### src/rtl/piso_bit_feeder.sv
`default_nettype none
// +--------------------------------------------------------------------------+
// | piso_bit_feeder                                                          |
// | Serializes valid/ready words onto the 1101 detector's serial input.      |
// | Revision: 1.0                                                            |
// +--------------------------------------------------------------------------+
module piso_bit_feeder #(
    parameter int   WIDTH     = 8,
    parameter bit   MSB_FIRST = 1'b1,
    parameter logic IDLE_BIT  = 1'b0
) (
    input  logic             clk,
    input  logic             rst,
    input  logic [WIDTH-1:0] in_data,
    input  logic             in_valid,
    output logic             in_ready,
    output logic             data,
    output logic             data_valid,
    output logic             last
);

    localparam int               CNT_W   = $clog2(WIDTH + 1);
    localparam logic [CNT_W-1:0] C_WIDTH = CNT_W'(WIDTH);
    localparam logic [CNT_W-1:0] C_ONE   = CNT_W'(1);

    typedef enum logic [0:0] {
        ST_IDLE  = 1'b0,
        ST_SHIFT = 1'b1
    } state_t;

    state_t           r_state, w_state_nxt;
    logic [WIDTH-1:0] r_hbuf, w_hbuf_nxt;
    logic             r_hfull, w_hfull_nxt;
    logic [WIDTH-1:0] r_shreg, w_shreg_nxt;
    logic [CNT_W-1:0] r_cnt, w_cnt_nxt;
    logic             r_data, w_data_nxt;
    logic             r_dv, w_dv_nxt;
    logic             r_last, w_last_nxt;
    logic             w_accept;
    logic             w_word_done;
    logic             w_load;

    // The bit to emit is always at the "head" end of the word; advancing
    // shifts the next bit into that position.
    function automatic logic head_bit(input logic [WIDTH-1:0] w);
        return MSB_FIRST ? w[WIDTH-1] : w[0];
    endfunction

    function automatic logic [WIDTH-1:0] advance(input logic [WIDTH-1:0] w);
        return MSB_FIRST ? (w << 1) : (w >> 1);
    endfunction

    assign in_ready    = !r_hfull && !rst;
    assign w_accept    = in_valid && in_ready;
    assign w_word_done = (r_state == ST_SHIFT) && (r_cnt == C_WIDTH);
    // Loading on the final bit of the previous word keeps streams gap-free.
    assign w_load      = r_hfull && ((r_state == ST_IDLE) || w_word_done);

    always_comb begin
        w_state_nxt = r_state;
        w_hbuf_nxt  = r_hbuf;
        w_hfull_nxt = r_hfull;
        w_shreg_nxt = r_shreg;
        w_cnt_nxt   = r_cnt;
        w_data_nxt  = r_data;
        w_dv_nxt    = r_dv;
        w_last_nxt  = r_last;

        if (w_load) begin
            w_state_nxt = ST_SHIFT;
            w_hfull_nxt = 1'b0;
            w_shreg_nxt = advance(r_hbuf);
            w_data_nxt  = head_bit(r_hbuf);
            w_dv_nxt    = 1'b1;
            w_last_nxt  = 1'b0;
            w_cnt_nxt   = C_ONE;
        end else begin
            case (r_state)
                ST_SHIFT: begin
                    if (r_cnt < C_WIDTH) begin
                        w_shreg_nxt = advance(r_shreg);
                        w_data_nxt  = head_bit(r_shreg);
                        w_dv_nxt    = 1'b1;
                        w_cnt_nxt   = r_cnt + C_ONE;
                        w_last_nxt  = ((r_cnt + C_ONE) == C_WIDTH);
                    end else begin
                        w_state_nxt = ST_IDLE;
                        w_data_nxt  = IDLE_BIT;
                        w_dv_nxt    = 1'b0;
                        w_last_nxt  = 1'b0;
                        w_cnt_nxt   = '0;
                    end
                end
                default: begin
                    w_data_nxt = IDLE_BIT;
                    w_dv_nxt   = 1'b0;
                    w_last_nxt = 1'b0;
                end
            endcase
        end

        // Accept requires an empty buffer, load requires a full one, so the
        // two never collide on the same edge.
        if (w_accept) begin
            w_hbuf_nxt  = in_data;
            w_hfull_nxt = 1'b1;
        end
    end

    always_ff @(posedge clk) begin
        if (rst) begin
            r_state <= ST_IDLE;
            r_hbuf  <= '0;
            r_hfull <= 1'b0;
            r_shreg <= '0;
            r_cnt   <= '0;
            r_data  <= IDLE_BIT;
            r_dv    <= 1'b0;
            r_last  <= 1'b0;
        end else begin
            r_state <= w_state_nxt;
            r_hbuf  <= w_hbuf_nxt;
            r_hfull <= w_hfull_nxt;
            r_shreg <= w_shreg_nxt;
            r_cnt   <= w_cnt_nxt;
            r_data  <= w_data_nxt;
            r_dv    <= w_dv_nxt;
            r_last  <= w_last_nxt;
        end
    end

    assign data       = r_data;
    assign data_valid = r_dv;
    assign last       = r_last;

endmodule
`default_nettype wire

### config.mk
export PLATFORM = sky130hd
export DESIGN_NAME = piso_bit_feeder
export DESIGN_NICKNAME = d
export VERILOG_FILES = /design/src/rtl/piso_bit_feeder.sv
export SDC_FILE = /design/constraint.sdc
export NUM_CORES = 1
export LEC_CHECK = 0
export BUFFER_PORTS_ARGS = -buffer_cell sky130_fd_sc_hd__buf_4
export CAP_MARGIN = 40
export CORE_ASPECT_RATIO = 0.8
export CORE_MARGIN = 3
export CORE_UTILIZATION = 47
export CTS_BUF_LIST = sky130_fd_sc_hd__clkbuf_16
export CTS_CLUSTER_SIZE = 8
export DETAILED_ROUTE_END_ITERATION = 7
export PLACE_DENSITY = 0.7
export SLEW_MARGIN = 5
export SYNTH_ARGS = -nofsm -noshare
export SYNTH_HDL_FRONTEND = slang
export SYNTH_SLANG_ARGS = --single-unit
### constraint.sdc
create_clock -name clk -period 1.6 [get_ports clk]
set_clock_uncertainty 0.15 [all_clocks]
set_input_delay 0.16 -clock clk [delete_from_list [all_inputs] [get_ports clk]]
set_output_delay 0.16 -clock clk [all_outputs]
set_load 0.02 [all_outputs]
# Word-level counts from Yosys, hierarchy flattened
# Cells that the tools add are included.
[word_totals]
reg_bits = 23
in_bits = 11
out_inout_bits = 4
word_cells = 41
[classes]
add_sub_neg = 1
n_lt_le_gt_ge = 1
n_eq_ne = 2
n_mux = 14
n_bitwise = 2
n_reduce_logical = 13
[ops]
columns = ["cell", "count"]
rows = [
  ["$mux W8", 3],
  ["$mux W1", 10],
  ["$eq A4 B4 Y1 const B", 2],
  ["$reduce_bool A2 Y1", 3],
  ["$add A4 B1 Y4 const B", 1],
  ["$logic_and A1 B1 Y1", 4],
  ["$lt A4 B4 Y1 const B", 1],
  ["$mux W4", 1],
  ["$reduce_or A4 Y1", 1],
  ["$logic_not A1 Y1", 2],
  ["$not A1 Y1", 2],
  ["$reduce_and A2 Y1", 1],
  ["$reduce_or A2 Y1", 1],
  ["$logic_or A1 B1 Y1", 1],
]

# Depth between registers and ports, before layout
[depth]
word_depth = 6
mapped_depth = 6
ltp_nobuf = 6

# Worst setup path after synthesis
# No wires, ideal clock.
[synth_path]
path_type = "reg-to-reg"
start = "register r_cnt[0]"
end = "register r_shreg[1]"
setup_ns = 0.131
t_arrival_ns = 1.185
t_required_ns = 1.319
slack_ns = 0.133
stages_incl_launch_ff = 7
path_buffers = 0
synth_period_minus_slack_ns = 1.467
path_cell_list = "dfxtp_1 inv_1 ha_1 nor2b_1 o21ai_4 mux2i_1 nor3_1"
[synth_via]
elab_chain_cells = 6
word_cells_on_any_way = 9
classes_between = "order compare (1); eq/ne (1); mux (1); reduce/logical (6)"
[synth_rtl]
columns = ["item", "line", "source"]
rows = [
  ["start, declared", "35", "logic [CNT_W-1:0] r_cnt, w_cnt_nxt;"],
  ["start signal, assigned", "125", "r_cnt <= w_cnt_nxt;"],
  ["$eq A4 B4 Y1", "55", "assign w_word_done = (r_state == ST_SHIFT) && (r_cnt == C_WIDTH);"],
  ["$logic_and A1 B1 Y1", "55", ""],
  ["$logic_or A1 B1 Y1", "57", "assign w_load = r_hfull && ((r_state == ST_IDLE) || w_word_done);"],
  ["$logic_and A1 B1 Y1", "57", ""],
  ["$reduce_bool A2 Y1 (no line)", "-", ""],
  ["$reduce_and A2 Y1 (no line)", "-", ""],
  ["end signal, assigned", "124", "r_shreg <= w_shreg_nxt;"],
  ["end, declared", "34", "logic [WIDTH-1:0] r_shreg, w_shreg_nxt;"],
]
# Parallel ways exist; a longest one is shown, timed or not.
# A chain may end at the register's enable or synchronous reset.

# Final worst setup path
[layout_path]
start = "register r_cnt[1]"
end = "register r_shreg[1]"
# The elaborated chain is that of the path after synthesis.

==> flow_results.xml <==
<?xml version="1.0" encoding="UTF-8"?>
<metrics>
  <group name="placement">
    <metric name="port_buffers" unit="">14</metric>
    <metric name="dpl_worst_slack" unit="ns">0.000571</metric>
    <metric name="gp_routability_congestion" unit="">0.807</metric>
    <metric name="hpwlAfterDp" unit="um">1480</metric>
  </group>
  <group name="yosys">
    <metric name="synth_top_area_share" unit="%">43.8</metric>
    <metric name="asyncSetResetFlopFracSynth" unit="%">0</metric>
    <metric name="ys_seq_area_share" unit="%">43.8</metric>
    <metric name="number_of_flops_mapped_to_enable_cells_by_yosys" unit="">0</metric>
    <metric name="netlist_top_cells_count" unit="">23 x dfxtp_1, 21 x nor2_1, 10 x a21oi_1, 10 x inv_1, 10 x mux2i_1</metric>
    <metric name="yosys_register_bits" unit="">23</metric>
    <metric name="synth_ff_type" unit="">dfxtp_1</metric>
    <metric name="netlist.top_cell.by_area" unit="">dfxtp_1</metric>
    <metric name="syn_nets" unit="">135</metric>
    <metric name="synth_top_cells_by_area" unit="">dfxtp_1 44%, mux2i_1 9.5%, nor2_1 7.5%, a311oi_1 5.0%, a21oi_1 4.8%</metric>
    <metric name="synth.lib_cells_used.distinct" unit="">26</metric>
    <metric name="syn-cell-area" unit="mm2">0.00105</metric>
    <metric name="synthMostInstantiatedCell" unit="">dfxtp_1</metric>
    <metric name="syn-instance-count" unit="">121</metric>
    <metric name="avgSynthCellArea" unit="um2">8.69</metric>
    <metric name="synth_warnings" unit="">0</metric>
  </group>
  <group name="critical_path">
    <metric name="timing.critical_path.slowest_stage_cell" unit="">dfxtp_2</metric>
    <metric name="timing.critical_path.from_type" unit="">flip-flop</metric>
    <metric name="critical_path.top_delay_family" unit="">flip-flops</metric>
    <metric name="required" unit="ns">1.59</metric>
    <metric name="timing.critical_path.cells" unit="">inv_1 &gt; ha_4 &gt; nor2b_2 &gt; o21ai_4 &gt; mux2i_1 &gt; nor3_1</metric>
    <metric name="timing.critical_path.fanout_max" unit="">8</metric>
    <metric name="worst-path-buf-inv" unit="">1</metric>
    <metric name="end_kind" unit="">flip-flop</metric>
    <metric name="crit_type" unit="">flip-flop to flip-flop</metric>
    <metric name="worstPathArrival" unit="ns">1.54</metric>
    <metric name="max_stage_delay" unit="ns">0.35</metric>
  </group>
  <group name="die">
    <metric name="die-area" unit="mm2">0.00284</metric>
    <metric name="die_w" unit="um">58.9</metric>
    <metric name="die_height" unit="um">48.3</metric>
    <metric name="core_area" unit="mm2">0.00200</metric>
    <metric name="floorplan.rows" unit="">14</metric>
    <metric name="io_pins" unit="">15</metric>
    <metric name="initial_core_utilization" unit="%">52.6</metric>
  </group>
  <group name="global_route">
    <metric name="global_route.usage.total" unit="%">16.5</metric>
    <metric name="overflow" unit="">0</metric>
    <metric name="wire_length_of_the_first_global_routing_pass" unit="um">3550</metric>
    <metric name="antenna_found_initial" unit="">0</metric>
    <metric name="grt_start_max_net_pins" unit="">21</metric>
    <metric name="vias_in_the_first_global_route" unit="">792</metric>
  </group>
  <group name="finish">
    <metric name="multi_input_area" unit="um2">536</metric>
    <metric name="drive_gt1_share" unit="%">22.6</metric>
    <metric name="final_nets" unit="">161</metric>
    <metric name="area_delta_synth_final" unit="%">32.5</metric>
    <metric name="flip_flop_and_latch_area" unit="um2">463</metric>
    <metric name="antenna-diode-count" unit="">0</metric>
    <metric name="layout.filler_cells" unit="">160</metric>
  </group>
  <group name="timing">
    <metric name="report.final.slew_viol_count" unit="">0</metric>
    <metric name="max_freq" unit="MHz">646</metric>
    <metric name="final.setup.worst_slack" unit="ns">0.0528</metric>
    <metric name="max_slew.worst_pin.slew" unit="ns">0.440</metric>
    <metric name="finalHoldViolations" unit="">0</metric>
    <metric name="slew-limit-headroom" unit="%">70.7</metric>
    <metric name="timing.final.crit_period" unit="ns">1.55</metric>
    <metric name="timing.final.setup_violations" unit="">0</metric>
    <metric name="final.hold.worst_slack" unit="ns">0.00224</metric>
    <metric name="post-route-period-util" unit="%">96.7</metric>
    <metric name="setup_tns" unit="ns">0</metric>
  </group>
  <group name="power">
    <metric name="switchingPower" unit="uW">372</metric>
    <metric name="p_total" unit="uW">1460</metric>
    <metric name="p_seq_share" unit="%">44.0</metric>
    <metric name="power.density" unit="mW/mm2">1050</metric>
    <metric name="worst_vdd_rail_ir_drop" unit="V">0.00104</metric>
    <metric name="static-leakage-power" unit="uW">0.000557</metric>
    <metric name="switching_share_of_total_power" unit="%">25.5</metric>
    <metric name="p_clk_share" unit="%">36.7</metric>
    <metric name="cellInternalPower" unit="uW">1090</metric>
    <metric name="combPwrFrac" unit="%">19.2</metric>
  </group>
  <group name="clock_network">
    <metric name="cts_made_buffers" unit="">3</metric>
    <metric name="maximum_buffer_depth_of_the_clock_tree" unit="">2</metric>
    <metric name="htree_levels" unit="">1</metric>
    <metric name="clock_tree.root_cell" unit="">clkbuf_16</metric>
    <metric name="cts_sinks" unit="">23</metric>
    <metric name="clock_pin_slew_on_the_worst_setup_and_hold_paths" unit="ns">0.06</metric>
    <metric name="clock_latency_late_sink" unit="ns">0.26</metric>
    <metric name="cts_tree" unit="">built</metric>
  </group>
  <group name="drt">
    <metric name="drt_first_pass_iters" unit="">4</metric>
    <metric name="dr.first_iter.drc_count" unit="">17</metric>
    <metric name="drc_errors" unit="">0</metric>
    <metric name="detail_route.wl_per_cell" unit="um">13.4</metric>
    <metric name="postRouteWirelength" unit="um">2280</metric>
    <metric name="dr_total_vias" unit="">900</metric>
    <metric name="drt.antenna.violating_nets" unit="">0</metric>
    <metric name="vias_per_cell" unit="">5.29</metric>
  </group>
  <group name="run_status">
    <metric name="run_status" unit="">complete, no violations</metric>
  </group>
  <group name="run">
    <metric name="max-cap-violations" unit="">0</metric>
  </group>
  <group name="worst_hold_path">
    <metric name="min_path_type" unit="">input port to flip-flop</metric>
  </group>
</metrics>
## cell families (layout without fill, tap and decap cells)
group | Yosys count | in the layout | share of synthesized area (%)
AOI/OAI and AO/OA | 28 | 28 | 17.6
adders and majority gates | 3 | 3 | 3.57
buffers and inverters | 17 | 42 | 7.50
DFF | 23 | 23 | 43.8
muxes | 10 | 10 | 9.52
and+or+nand+nor | 40 | 40 | 18.0
## timing repair
| item | CTS | global route |
|---|---|---|
| hold buffers | 8 | 0 |
| pin swaps | 1 | 1 |
| endpoints found under the setup margin | 1 | 8 |
| hold endpoints to repair | 8 | 0 |
| gates resized for setup | 2 | 6 |
| buffers inserted | 1 | 1 |
## placed cells by master, fill, tap and decap left out, types with 2 or more instances in the layout
cell type,Yosys,routed
nand2_1,8,8
o21ai_0,5,5
mux2i_1,10,10
a22oi_1,2,2
dlygate4sd3_1,0,8
nand3b_1,2,2
buf_4,1,18
ha_1,3,2
dfxtp_1,23,21
nor2_1,21,21
clkbuf_16,0,3
dfxtp_2,0,2
inv_1,10,10
a311oi_1,6,5
a21oi_1,10,10
o21ai_1,2,2
## cell type report
cell class	count	share of cell area (%)
Timing Repair Buffer	28	17.7
Sequential cell	23	33.2
Clock inverter	1	0.359
Multi-Input combinational cell	81	38.5
Clock buffer	3	5.39
Tap cell	24	2.16
Inverter	10	2.70
## routing by layer
metal  global-route usage [%]  share of wire (%)
met3                     5.56                4.2
met2                     25.6                 47
met1                     22.0                 48
met4                     5.43               0.83
met5                        0                  0
## stage by stage
step	cell area (um2)	util [%]	std cells
after global placement	1190	59.5	156
after detailed placement	1190	59.5	156
after CTS	1360	68.0	169
final	1390	69.7	170
after global routing	1390	69.7	170
after floorplan	1050	-	121
## power groups by stage
| stage | registers, uW | logic (uW) | clock network (uW) |
|---|---|---|---|
| CTS | 643 | 254 | 544 |
| global route | 647 | 308 | 566 |
| finish | 643 | 281 | 536 |
| detailed placement | 654 | 235 | 0 |
| floorplan | 650 | 166 | 0 |
| global placement | 653 | 227 | 0 |
## state kept, by name, summed over array words and instances, names as in the netlist
register    cells
r_shreg         7
data            1
data_valid      1
r_cnt           4
last            1
r_hfull         1
r_hbuf          8
## path summary, 6_finish.rpt
kind	to	startpoint	cells past startpoint	slack, ns
worst max register to register	r_shreg[1]$_SDFFE_PP0P_	r_cnt[1]$_SDFFE_PP0P_	6	0.05
worst min-delay path	r_hbuf[6]$_SDFFE_PP0P_	in_data[6]	3	0.002
worst min register to register	r_shreg[2]$_SDFFE_PP0P_	r_shreg[1]$_SDFFE_PP0P_	2	0.31
worst max-delay path	r_shreg[1]$_SDFFE_PP0P_	r_cnt[1]$_SDFFE_PP0P_	6	0.05
## tightest hold or removal path, delay by kind of cell
| family | cells | cell delay [ns] |
|---|---|---|
| buf+inv | 1 | 0.08 |
| mux | 1 | 0.05 |
| simple gates | 1 | 0.08 |
No activity file was read; power rests on OpenSTA's default activity.
